[config.mk]
export PLATFORM = sky130hd
export DESIGN_NAME = alu_issue_stage
export DESIGN_NICKNAME = d
export VERILOG_FILES = /design/src/rtl/alu_issue_pkg.sv /design/src/rtl/alu_issue_stage_scoreboard.sv /design/src/rtl/alu_issue_stage.sv
export SDC_FILE = /design/constraint.sdc
export NUM_CORES = 1
export LEC_CHECK = 0
export ABC_CLOCK_PERIOD_IN_PS = 6100
export BUFFER_PORTS_ARGS = -buffer_cell sky130_fd_sc_hd__buf_2
export CORE_MARGIN = 4
export CORE_UTILIZATION = 40
export DETAILED_ROUTE_END_ITERATION = 7
export MAX_ROUTING_LAYER = met4
export PLACE_DENSITY = 0.69
export SYNTH_ARGS = -nofsm -noshare
export SYNTH_HDL_FRONTEND = slang
export SYNTH_SLANG_ARGS = --single-unit
[constraint.sdc]
create_clock -name clk -period 6.1 [get_ports clk]
set_input_delay 0.61 -clock clk [delete_from_list [all_inputs] [get_ports clk]]
set_output_delay 0.61 -clock clk [all_outputs]
set_load 0.02 [all_outputs]
[src/rtl/alu_issue_pkg.sv]
// Shared types for the ALU issue stage: bundle layouts, state encoding, bubble constant
// and the operand bypass selector.
package alu_issue_pkg;

  localparam int unsigned ISS_XLEN  = 64;
  localparam int unsigned ISS_NREG  = 32;
  localparam int unsigned ISS_AW    = 5;
  localparam int unsigned ISS_INSTW = 32;
  localparam int unsigned ISS_TYPEW = 8;
  localparam int unsigned ISS_OPCW  = 8;

  typedef enum logic [1:0] {
    ST_EMPTY     = 2'd0,
    ST_STALL_RAW = 2'd1,
    ST_STALL_EX  = 2'd2
  } iss_state_e;

  // Decoded instruction as accepted from decode and held in the skid buffer
  typedef struct packed {
    logic [ISS_XLEN-1:0]  pc;
    logic [ISS_INSTW-1:0] inst;
    logic [ISS_TYPEW-1:0] itype;
    logic [ISS_OPCW-1:0]  opcode;
    logic                 rs1_ena;
    logic [ISS_AW-1:0]    rs1_addr;
    logic                 rs2_ena;
    logic [ISS_AW-1:0]    rs2_addr;
    logic                 use_pc;
    logic                 use_imm;
    logic [ISS_XLEN-1:0]  imm;
    logic                 rd_ena;
    logic [ISS_AW-1:0]    rd_addr;
  } dec_bundle_t;

  // Resolved bundle presented to the ALU
  typedef struct packed {
    logic                 valid;
    logic [ISS_XLEN-1:0]  pc;
    logic [ISS_INSTW-1:0] inst;
    logic [ISS_TYPEW-1:0] itype;
    logic [ISS_OPCW-1:0]  opcode;
    logic [ISS_XLEN-1:0]  op1;
    logic [ISS_XLEN-1:0]  op2;
    logic                 rd_ena;
    logic [ISS_AW-1:0]    rd_addr;
  } ex_bundle_t;

  localparam ex_bundle_t EX_BUBBLE = '0;

  // x0 reads as zero, then writeback bypass, then regfile
  function automatic logic [ISS_XLEN-1:0] sel_reg(
    input logic [ISS_AW-1:0]   addr,
    input logic [ISS_XLEN-1:0] rf_data,
    input logic                wb_ena,
    input logic [ISS_AW-1:0]   wb_addr,
    input logic [ISS_XLEN-1:0] wb_data
  );
    if (addr == '0)                       return '0;
    else if (wb_ena && (wb_addr == addr)) return wb_data;
    else                                  return rf_data;
  endfunction

endpackage

[src/rtl/alu_issue_stage_scoreboard.sv]
// Register scoreboard: one pending bit per architectural register, with issue-set,
// writeback-clear and flush-kill updates plus two source lookups.
module issue_scoreboard
  import alu_issue_pkg::*;
#(
  parameter int unsigned NREG = ISS_NREG
) (
  input  logic              clk,
  input  logic              rst,
  input  logic              set_ena_i,
  input  logic [ISS_AW-1:0] set_addr_i,
  input  logic              clr_ena_i,
  input  logic [ISS_AW-1:0] clr_addr_i,
  input  logic              kill_ena_i,
  input  logic [ISS_AW-1:0] kill_addr_i,
  input  logic [ISS_AW-1:0] rs1_addr_i,
  input  logic [ISS_AW-1:0] rs2_addr_i,
  output logic              rs1_pend_c,
  output logic              rs2_pend_c
);

  logic [NREG-1:0] pending_q;
  logic [NREG-1:0] pending_d;

  // Clears first so that a same-index issue set wins
  always_comb begin
    pending_d = pending_q;
    if (clr_ena_i)  pending_d[clr_addr_i]  = 1'b0;
    if (kill_ena_i) pending_d[kill_addr_i] = 1'b0;
    if (set_ena_i && (set_addr_i != '0)) pending_d[set_addr_i] = 1'b1;
    pending_d[0] = 1'b0;
  end

  always_ff @(posedge clk) begin
    if (rst) pending_q <= '0;
    else     pending_q <= pending_d;
  end

  assign rs1_pend_c = pending_q[rs1_addr_i];
  assign rs2_pend_c = pending_q[rs2_addr_i];

endmodule

[src/rtl/alu_issue_stage.sv]
// ALU issue stage: one-deep skid buffer, RAW hazard tracking, operand bypass and a
// registered bundle to the ALU that holds while a mul/div is in progress.
module alu_issue_stage
  import alu_issue_pkg::*;
#(
  parameter int unsigned XLEN = ISS_XLEN,
  parameter int unsigned NREG = ISS_NREG
) (
  input  logic            clk,
  input  logic            rst,
  input  logic            dec_valid_i,
  output logic            dec_ready_o,
  input  logic [XLEN-1:0] dec_pc_i,
  input  logic [31:0]     dec_inst_i,
  input  logic [7:0]      dec_type_i,
  input  logic [7:0]      dec_opcode_i,
  input  logic            dec_rs1_ena_i,
  input  logic            dec_rs2_ena_i,
  input  logic [4:0]      dec_rs1_addr_i,
  input  logic [4:0]      dec_rs2_addr_i,
  input  logic            dec_use_pc_i,
  input  logic            dec_use_imm_i,
  input  logic [XLEN-1:0] dec_imm_i,
  input  logic            dec_rd_ena_i,
  input  logic [4:0]      dec_rd_addr_i,
  input  logic [XLEN-1:0] rf_rs1_data_i,
  input  logic [XLEN-1:0] rf_rs2_data_i,
  output logic [4:0]      rf_rs1_addr_o,
  output logic [4:0]      rf_rs2_addr_o,
  input  logic            wb_ena_i,
  input  logic [4:0]      wb_addr_i,
  input  logic [XLEN-1:0] wb_data_i,
  input  logic            alu_busy_i,
  input  logic            flush_i,
  output logic            ex_valid_o,
  output logic [XLEN-1:0] ex_pc_o,
  output logic [31:0]     ex_inst_o,
  output logic [7:0]      ex_type_o,
  output logic [7:0]      ex_opcode_o,
  output logic [XLEN-1:0] ex_op1_o,
  output logic [XLEN-1:0] ex_op2_o,
  output logic            ex_rd_ena_o,
  output logic [4:0]      ex_rd_addr_o
);

  iss_state_e  state_q, state_d;
  dec_bundle_t buf_q, buf_d;
  ex_bundle_t  ex_q, ex_d;
  dec_bundle_t dec_b, cand;

  logic            buf_full, cand_valid;
  logic            rs1_pend, rs2_pend, rs1_ready, rs2_ready, srcs_ready, issue;
  logic [XLEN-1:0] rs1_val, rs2_val;

  always_comb begin
    dec_b          = '0;
    dec_b.pc       = dec_pc_i;
    dec_b.inst     = dec_inst_i;
    dec_b.itype    = dec_type_i;
    dec_b.opcode   = dec_opcode_i;
    dec_b.rs1_ena  = dec_rs1_ena_i;
    dec_b.rs1_addr = dec_rs1_addr_i;
    dec_b.rs2_ena  = dec_rs2_ena_i;
    dec_b.rs2_addr = dec_rs2_addr_i;
    dec_b.use_pc   = dec_use_pc_i;
    dec_b.use_imm  = dec_use_imm_i;
    dec_b.imm      = dec_imm_i;
    dec_b.rd_ena   = dec_rd_ena_i;
    dec_b.rd_addr  = dec_rd_addr_i;
  end

  // The buffered bundle always has priority over the decode input
  assign buf_full   = (state_q != ST_EMPTY);
  assign cand       = buf_full ? buf_q : dec_b;
  assign cand_valid = buf_full | dec_valid_i;

  assign rf_rs1_addr_o = cand.rs1_addr;
  assign rf_rs2_addr_o = cand.rs2_addr;

  issue_scoreboard #(.NREG(NREG)) u_scoreboard (
    .clk         (clk),
    .rst         (rst),
    .set_ena_i   (issue & cand.rd_ena),
    .set_addr_i  (cand.rd_addr),
    .clr_ena_i   (wb_ena_i),
    .clr_addr_i  (wb_addr_i),
    .kill_ena_i  (flush_i & ex_q.valid & ex_q.rd_ena),
    .kill_addr_i (ex_q.rd_addr),
    .rs1_addr_i  (cand.rs1_addr),
    .rs2_addr_i  (cand.rs2_addr),
    .rs1_pend_c  (rs1_pend),
    .rs2_pend_c  (rs2_pend)
  );

  assign rs1_ready  = !cand.rs1_ena || (cand.rs1_addr == '0) || !rs1_pend ||
                      (wb_ena_i && (wb_addr_i == cand.rs1_addr));
  assign rs2_ready  = !cand.rs2_ena || (cand.rs2_addr == '0) || !rs2_pend ||
                      (wb_ena_i && (wb_addr_i == cand.rs2_addr));
  assign srcs_ready = rs1_ready & rs2_ready;
  assign issue      = cand_valid & srcs_ready & ~alu_busy_i & ~flush_i;

  assign dec_ready_o = ~buf_full | issue;

  assign rs1_val = sel_reg(cand.rs1_addr, rf_rs1_data_i, wb_ena_i, wb_addr_i, wb_data_i);
  assign rs2_val = sel_reg(cand.rs2_addr, rf_rs2_data_i, wb_ena_i, wb_addr_i, wb_data_i);

  // Buffer/state and ALU bundle next-state; flush dominates issue and accept
  always_comb begin
    state_d = state_q;
    buf_d   = buf_q;
    ex_d    = ex_q;
    if (flush_i) begin
      state_d = ST_EMPTY;
      ex_d    = EX_BUBBLE;
    end else begin
      if (issue) begin
        ex_d.valid   = 1'b1;
        ex_d.pc      = cand.pc;
        ex_d.inst    = cand.inst;
        ex_d.itype   = cand.itype;
        ex_d.opcode  = cand.opcode;
        ex_d.op1     = cand.use_pc  ? cand.pc  : rs1_val;
        ex_d.op2     = cand.use_imm ? cand.imm : rs2_val;
        ex_d.rd_ena  = cand.rd_ena;
        ex_d.rd_addr = cand.rd_addr;
      end else if (!alu_busy_i) begin
        ex_d = EX_BUBBLE;
      end

      if (buf_full) begin
        if (issue) begin
          // A refill behind the issuing bundle is re-evaluated next cycle
          if (dec_valid_i) begin
            buf_d   = dec_b;
            state_d = ST_STALL_RAW;
          end else begin
            state_d = ST_EMPTY;
          end
        end else begin
          state_d = srcs_ready ? ST_STALL_EX : ST_STALL_RAW;
        end
      end else if (dec_valid_i && !issue) begin
        buf_d   = dec_b;
        state_d = srcs_ready ? ST_STALL_EX : ST_STALL_RAW;
      end
    end
  end

  always_ff @(posedge clk) begin
    if (rst) begin
      state_q <= ST_EMPTY;
      buf_q   <= '0;
      ex_q    <= EX_BUBBLE;
    end else begin
      state_q <= state_d;
      buf_q   <= buf_d;
      ex_q    <= ex_d;
    end
  end

  assign ex_valid_o   = ex_q.valid;
  assign ex_pc_o      = ex_q.pc;
  assign ex_inst_o    = ex_q.inst;
  assign ex_type_o    = ex_q.itype;
  assign ex_opcode_o  = ex_q.opcode;
  assign ex_op1_o     = ex_q.op1;
  assign ex_op2_o     = ex_q.op2;
  assign ex_rd_ena_o  = ex_q.rd_ena;
  assign ex_rd_addr_o = ex_q.rd_addr;

endmodule

==> results of run 1 <==
==> power groups by stage <==
| stage | Combinational [W] | Clock [W] | Sequential, W |
|---|---|---|---|
| after CTS | 0.00130 | 0.00348 | 0.00328 |
| after floorplan | 0.000803 | 0 | 0.00336 |
| final | 0.00130 | 0.00341 | 0.00328 |
| after global placement | 0.00129 | 0 | 0.00334 |
| after detailed placement | 0.00130 | 0 | 0.00334 |
| after global routing | 0.00140 | 0.00361 | 0.00329 |
==> metrics by stage <==
step / area (µm²) / std cells / power, W / setup WS [ns] / util
final: 30280 / 4157 / 0.007986 / 1.094 / 0.4979
after floorplan: 24780 / 2826 / 0.004161 / 2.427 / -
after global placement: 28350 / 4037 / 0.004628 / 1.486 / 0.4663
after CTS: 30220 / 4133 / 0.008058 / 1.026 / 0.4969
after detailed placement: 28350 / 4037 / 0.004641 / 1.502 / 0.4663
after global routing: 30270 / 4153 / 0.008293 / 0.8021 / 0.4978
==> registers in the layout (all words and copies together) (netlist names) <==
register                count
ex_op2_o                   64
state_q                     2
ex_type_o                   8
ex_inst_o                  32
ex_rd_ena_o                 1
u_scoreboard.pending_q     31
ex_pc_o                    64
ex_rd_addr_o                5
ex_opcode_o                 8
ex_valid_o                  1
buf_q                     196
ex_op1_o                   64
==> cell families after synthesis <==
logic type | after synthesis | share of synthesized area
and+or+nand+nor | 1121 | 0.2453
DFF | 476 | 0.3845
AOI/OAI and AO/OA | 474 | 0.1248
muxes | 474 | 0.1947
buffers and inverters | 272 | 0.04756
xor gates and xnor gates | 9 | 0.003181
==> cell type report <==
cell class | instances | area (µm²) | area share
timing repair buffer | 686 | 3628 | 0.1198
antenna | 24 | 60.06 | 0.001984
tap | 782 | 978.4 | 0.03232
clock inverter | 20 | 290.3 | 0.009587
inverter | 15 | 56.30 | 0.001860
clock buffer | 76 | 1573 | 0.05194
multi-input combinational | 2078 | 14160 | 0.4677
sequential | 476 | 9529 | 0.3147
==> per-layer routing <==
metal / GRT usage / share of wire / vias up
met5: - / 0 / -
met4: 0.1444 / 0.056 / 0
met3: 0.07365 / 0.082 / 195
met2: 0.4659 / 0.47 / 888
met1: 0.3334 / 0.39 / 10908
li1: - / - / 10899
==> layout by cell type, fill, tap and decap left out, types with 11 or more instances in the layout <==
cell       count
o22ai_1       66
a31oi_1       67
nand2b_1     460
nor3_1        15
clkbuf_16     53
nand4_1       69
diode_2       24
o221ai_1      16
mux2i_1      406
inv_1         14
a21o_1        48
a21oi_1      123
o21ai_0       24
nand3_1       23
buf_2        654
buf_4         22
and3_1        13
nor2b_1       21
dfxtp_1      476
mux2_2        65
o21ai_1       24
clkbuf_8      16
a211oi_1      11
or3_1         71
nor2_1        75
clkinv_2      11
a2bb2oi_1     68
nand2_1      314
nand4b_1      12
==> path summary, 6_finish.rpt <==
kind,slack [ns],startpoint,endpoint,cells past startpoint
worst max-delay path,1.09,state_q[1],dec_ready_o,10
worst min-delay path,0.27,dec_rd_addr_i[0],buf_q[0],3
worst max register to register,1.32,state_q[1],ex_op1_o[46],12
worst min register to register,0.45,ex_inst_o[27],ex_inst_o[27],2
==> worst register-to-register path, delay by kind of cell (launching register included) <==
| family | cells | cell delay [ns] |
|---|---|---|
| flip-flops | 1 | 0.48 |
| multiplexers | 1 | 0.38 |
| AND/OR/NAND/NOR | 5 | 1.83 |
| AO/OA/AOI/OAI | 2 | 0.35 |
| buffers and inverters | 3 | 1.53 |
| XOR/XNOR | 1 | 0.11 |
==> out/metrics.cfg, run 1 <==
[clocking]
clock_latency_ns = 0.61
hold_buffers = 0
path_clk_slew_ns = 0.06
clockBufferDepth = 3
numCtsBuffers = 52
root_buffer = clkbuf_16
cts_resized = 0
h-tree-depth = 2
cts_tree = yes
clock-sinks = 476
cts_setup_buffers = 0

[floorplanning]
core-area_um2 = 60810
die_area_um2 = 66010
die_width_um = 256.9
die_y_um = 256.9
start_util = 0.4076
ios = 657
rows = 90

[setup_path]
cp-end-kind = output pin
path_max_fanout = 155
critPathMaxStageDelay_ns = 0.78
required_ns = 5.49
cp-start-kind = register
cp_slowest_cell = mux2i_1
critPathBufInv = 3
path_delay_family = buffers and inverters
worstSetupPathType = reg2out
path_cells = nor2_4, mux2i_1, inv_2, a211o_1, a311oi_1, o211ai_1, nand4_4, buf_12, nand2_1, buf_2
arrival_ns = 4.40

[synthesis]
syn_inst = 2826
synth.top_cell.area_share = 0.3845
syn_avg_cell_area_um2 = 8.770
ys_seq_area_frac = 0.3845
synth_most_common_cell = dfxtp_1
synthArstFlopShare = 0
synthDistinctLibCells = 53
synthFlopType = dfxtp_1
syn_area_um2 = 24780
synth_common_cells = dfxtp_1, nand2b_1, mux2i_1
yosysWarnings = 0
synth_area_leader_cell = dfxtp_1
ys_seq_elements = 476
synth-edff-count = 0
synth_nets = 3225
synthTopCellsByArea = dfxtp_1, mux2i_1, nand2b_1

[power]
seqPwrFrac = 0.410
power_density_nw_per_um2 = 263.8
p_clk_frac = 0.426
p_sw_frac = 0.2767
power_frac_comb = 0.163
power.leakage_nw = 12.73
p_int_w = 0.005777
ir_worst_vdd_uv = 224.9
p_switching_w = 0.002210

[detailed_routing]
viasPerCell = 5.506
antenna_left = 0
drt_pass1_iterations = 5
routed_wl_um = 97400
drc = 0
drt_iter0_markers = 1728
num_vias = 22890
wl_per_cell_um = 23.43

[timing]
maxSlewViolCount = 0
relSlewSlack = 0.2047
rsz0062_at_grt = false
fin_crit_ns = 5.006
hold_viol = 0
worstMarginPinSlew_ns = 1.190
finalCritPeriodShare = 0.8207
tns_ns = 0
skew_ns = 0.01672
fin_hold_ws_ns = 0.2739
fmax_ghz = 0.1998
setup_viol = 0

[worst_hold_path]
hold_class = in2reg

[global_routing]
grt_pass1_wl_um = 143600
first_global_vias = 22542
grt-ovfl-total = 0
antenna_found_initial = 23
grt_usage = 0.2880
grt_max_degree = 280

[job]
cap_viol_max_count = 0

[cells_and_area]
n_fill_cell = 5853
final_nets = 3708
area_growth_pct = 22.17
drive_above_1_share = 0.2566

[placed_design]
portBuffers = 656
dpl.hpwl_um = 70010
place.gp.congestion = 1.010

[run_status]
status = complete, no violations

Power figures use the tool's default switching activity.
==> run 2: changes to the inputs <==
Settings changed: ABC_AREA set to 1, ABC_CLOCK_PERIOD_IN_PS 6100 to 5100.
Clock period 6.1 ns to 5.1 ns, I/O delays scaled along.
==> out/metrics.cfg, run 2 <==
[cells_and_area]
final_cell_mix = nand2_1, buf_2, inv_1
fin_cells = 5587
top_register = buf_q
mostFrequentLayoutCell = nand2_1
area_growth_pct = 21.19
final_util = 0.4905
n_fill_cell = 6723
drive_above_1_share = 0.1988
final_nets = 5059
largest_reg_flops = 196

[job]
cap_viol_max_count = 0

[worst_hold_path]
hp-start = dec_opcode_i[3]
hold_class = in2reg

[detailed_routing]
num_vias = 28427
routed_wl_um = 97600
wl_per_cell_um = 17.47
antenna_left = 0
viasPerCell = 5.088
drt_iter0_markers = 2420
drt_pass1_iterations = 6
drc = 0

[setup_path]
arrival_ns = 4.14
timing.rr.start = state_q[1]
critPathBufInv = 3
worstSetupPathType = reg2out
cp-start-kind = register
cp-end-kind = output pin
crit_top_cell = nand2_1
cp_slowest_cell = nor2_4
path_cells = nor2_4, nand2_1, o21ai_1, inv_2, nand3_1, nand2_1, nand2_1, nand2_1, inv_1, nand2_1, nand2_1, nand3_2, nand3_4, nand2_8, buf_2
path_delay_family = simple AND/OR/NAND/NOR gates
critPathMaxStageDelay_ns = 0.78
cp-startpoint = state_q[1]
required_ns = 4.59
path_max_fanout = 44

[timing]
skew_ns = 0.01828
hold_viol = 0
finalCritPeriodShare = 0.9126
maxSlewViolCount = 0
fmax_ghz = 0.2149
fin_ws_ns = 0.4457
tns_ns = 0
rsz0062_at_grt = false
fin_crit_ns = 4.654
worstMarginPinSlew_ns = 1.427
relSlewSlack = 0.04888
setup_viol = 0
fin_hold_ws_ns = 0.2315

[clocking]
cts_tree = yes
h-tree-depth = 2
numCtsBuffers = 54
hold_buffers = 0
clock-sinks = 476
root_buffer = clkbuf_16
clockBufferDepth = 3
clock_latency_ns = 0.61
path_clk_slew_ns = 0.06
cts_resized = 0
cts_setup_buffers = 0

[global_routing]
grt_usage = 0.2746
grt_pass1_wl_um = 150500
grt-ovfl-total = 0
antenna_found_initial = 32
first_global_vias = 26416
grt_max_degree = 198

[power]
power_density_nw_per_um2 = 334.6
power.leakage_nw = 15.96
ir_worst_vdd_uv = 227.0

[synthesis]
syn_area_um2 = 26090
synth.top_cell.area_share = 0.3652
synth_common_cells = nand2_1, inv_1, dfxtp_1
synthTopCellsByArea = dfxtp_1, nand2_1, inv_1
synthArstFlopShare = 0
ys_seq_elements = 476
synth_nets = 4625
yosysWarnings = 0
synth-edff-count = 0
ys_seq_area_frac = 0.3652
synth_most_common_cell = nand2_1
synth_area_leader_cell = dfxtp_1
syn_avg_cell_area_um2 = 6.174
syn_inst = 4226
synthFlopType = dfxtp_1
synthDistinctLibCells = 27

[floorplanning]
ios = 657
core-area_um2 = 64460
die_area_um2 = 69380
rows = 93
die_width_um = 263.4
start_util = 0.4048
die_y_um = 263.4

[placed_design]
portBuffers = 656
dp.cells = 5459
place_worst_setup_slack_ns = 0.8239
dpl.hpwl_um = 66000
place.gp.congestion = 0.9329

[run_status]
status = complete, no violations

-- run 2: cell types whose count changed after synthesis, moves of 159 or more --
| cell | change |
|---|---|
| nor2_1 | +175 |
| o211ai_1 | +173 |
| nand2_1 | +1014 |
| nand2b_1 | -461 |
| a21oi_1 | +159 |
| mux2i_1 | -409 |
| inv_1 | +614 |
| o21ai_0 | +244 |
-- run 2: report_power, final --
part	internal, W	total (W)	switching (W)
registers	0.00391	0.00397	0.0000625
logic	0.000703	0.00240	0.00170
clock network	0.00254	0.00420	0.00167
-- run 2: area by class of cell --
type | instances | area, µm² | area share
Clock inverter | 21 | 310.3 | 0.009812
Multi-Input combinational cell | 2679 | 12450 | 0.3938
Sequential cell | 476 | 9529 | 0.3013
Timing Repair Buffer | 688 | 3707 | 0.1172
Clock buffer | 79 | 1605 | 0.05076
Antenna cell | 28 | 70.07 | 0.002216
Inverter | 761 | 2877 | 0.09096
Tap cell | 855 | 1070 | 0.03383
-- run 2: final timing paths --
path | end | slack, ns | cells past startpoint
hold reg to reg | ex_inst_o[0] | 0.45 | 2
setup reg to reg | buf_q[190] | 0.59 | 17
hold / removal | ex_opcode_o[3] | 0.23 | 3
setup / recovery | dec_ready_o | 0.45 | 15
-- run 2: worst register-to-register path: stages (launching register included) --
cell and delay (ns):
dfxtp_1 0.33, nor2_4 0.78, nand2_1 0.11, o21ai_1 0.59, inv_2 0.29, nand3_1 0.17
nand2_1 0.10, nand2_1 0.07, nand2_1 0.05, inv_1 0.04, nand2_1 0.04, nand2_1 0.06
nand3_2 0.18, nand4_4 0.16, buf_12 0.51, nand4_1 0.76, nand2_1 0.12, nor2_1 0.05
-- run 2: kinds of logic after synthesis --
logic type / after synthesis / synth area share
xor gates and xnor gates: 5 / 0.001678
AOI/OAI and AO/OA: 768 / 0.1690
DFF: 476 / 0.3652
and+or+nand+nor: 1906 / 0.3023
buffers and inverters: 1071 / 0.1617
-- run 2: routing by layer --
layer,global-route usage,part of all wire,vias up
met5,-,0,-
met4,0.1132,0.044,0
met3,0.05589,0.080,221
met2,0.4434,0.47,1137
met1,0.3365,0.41,12886
li1,-,-,14183
-- run 2: per-stage QoR --
stage / instance area [µm²] / total power, W
final: 31620 / 0.01058
after global routing: 31620 / 0.01110
after CTS: 31550 / 0.01065
after detailed placement: 29640 / 0.006440
after global placement: 29640 / 0.006415
after floorplan: 26090 / 0.005670
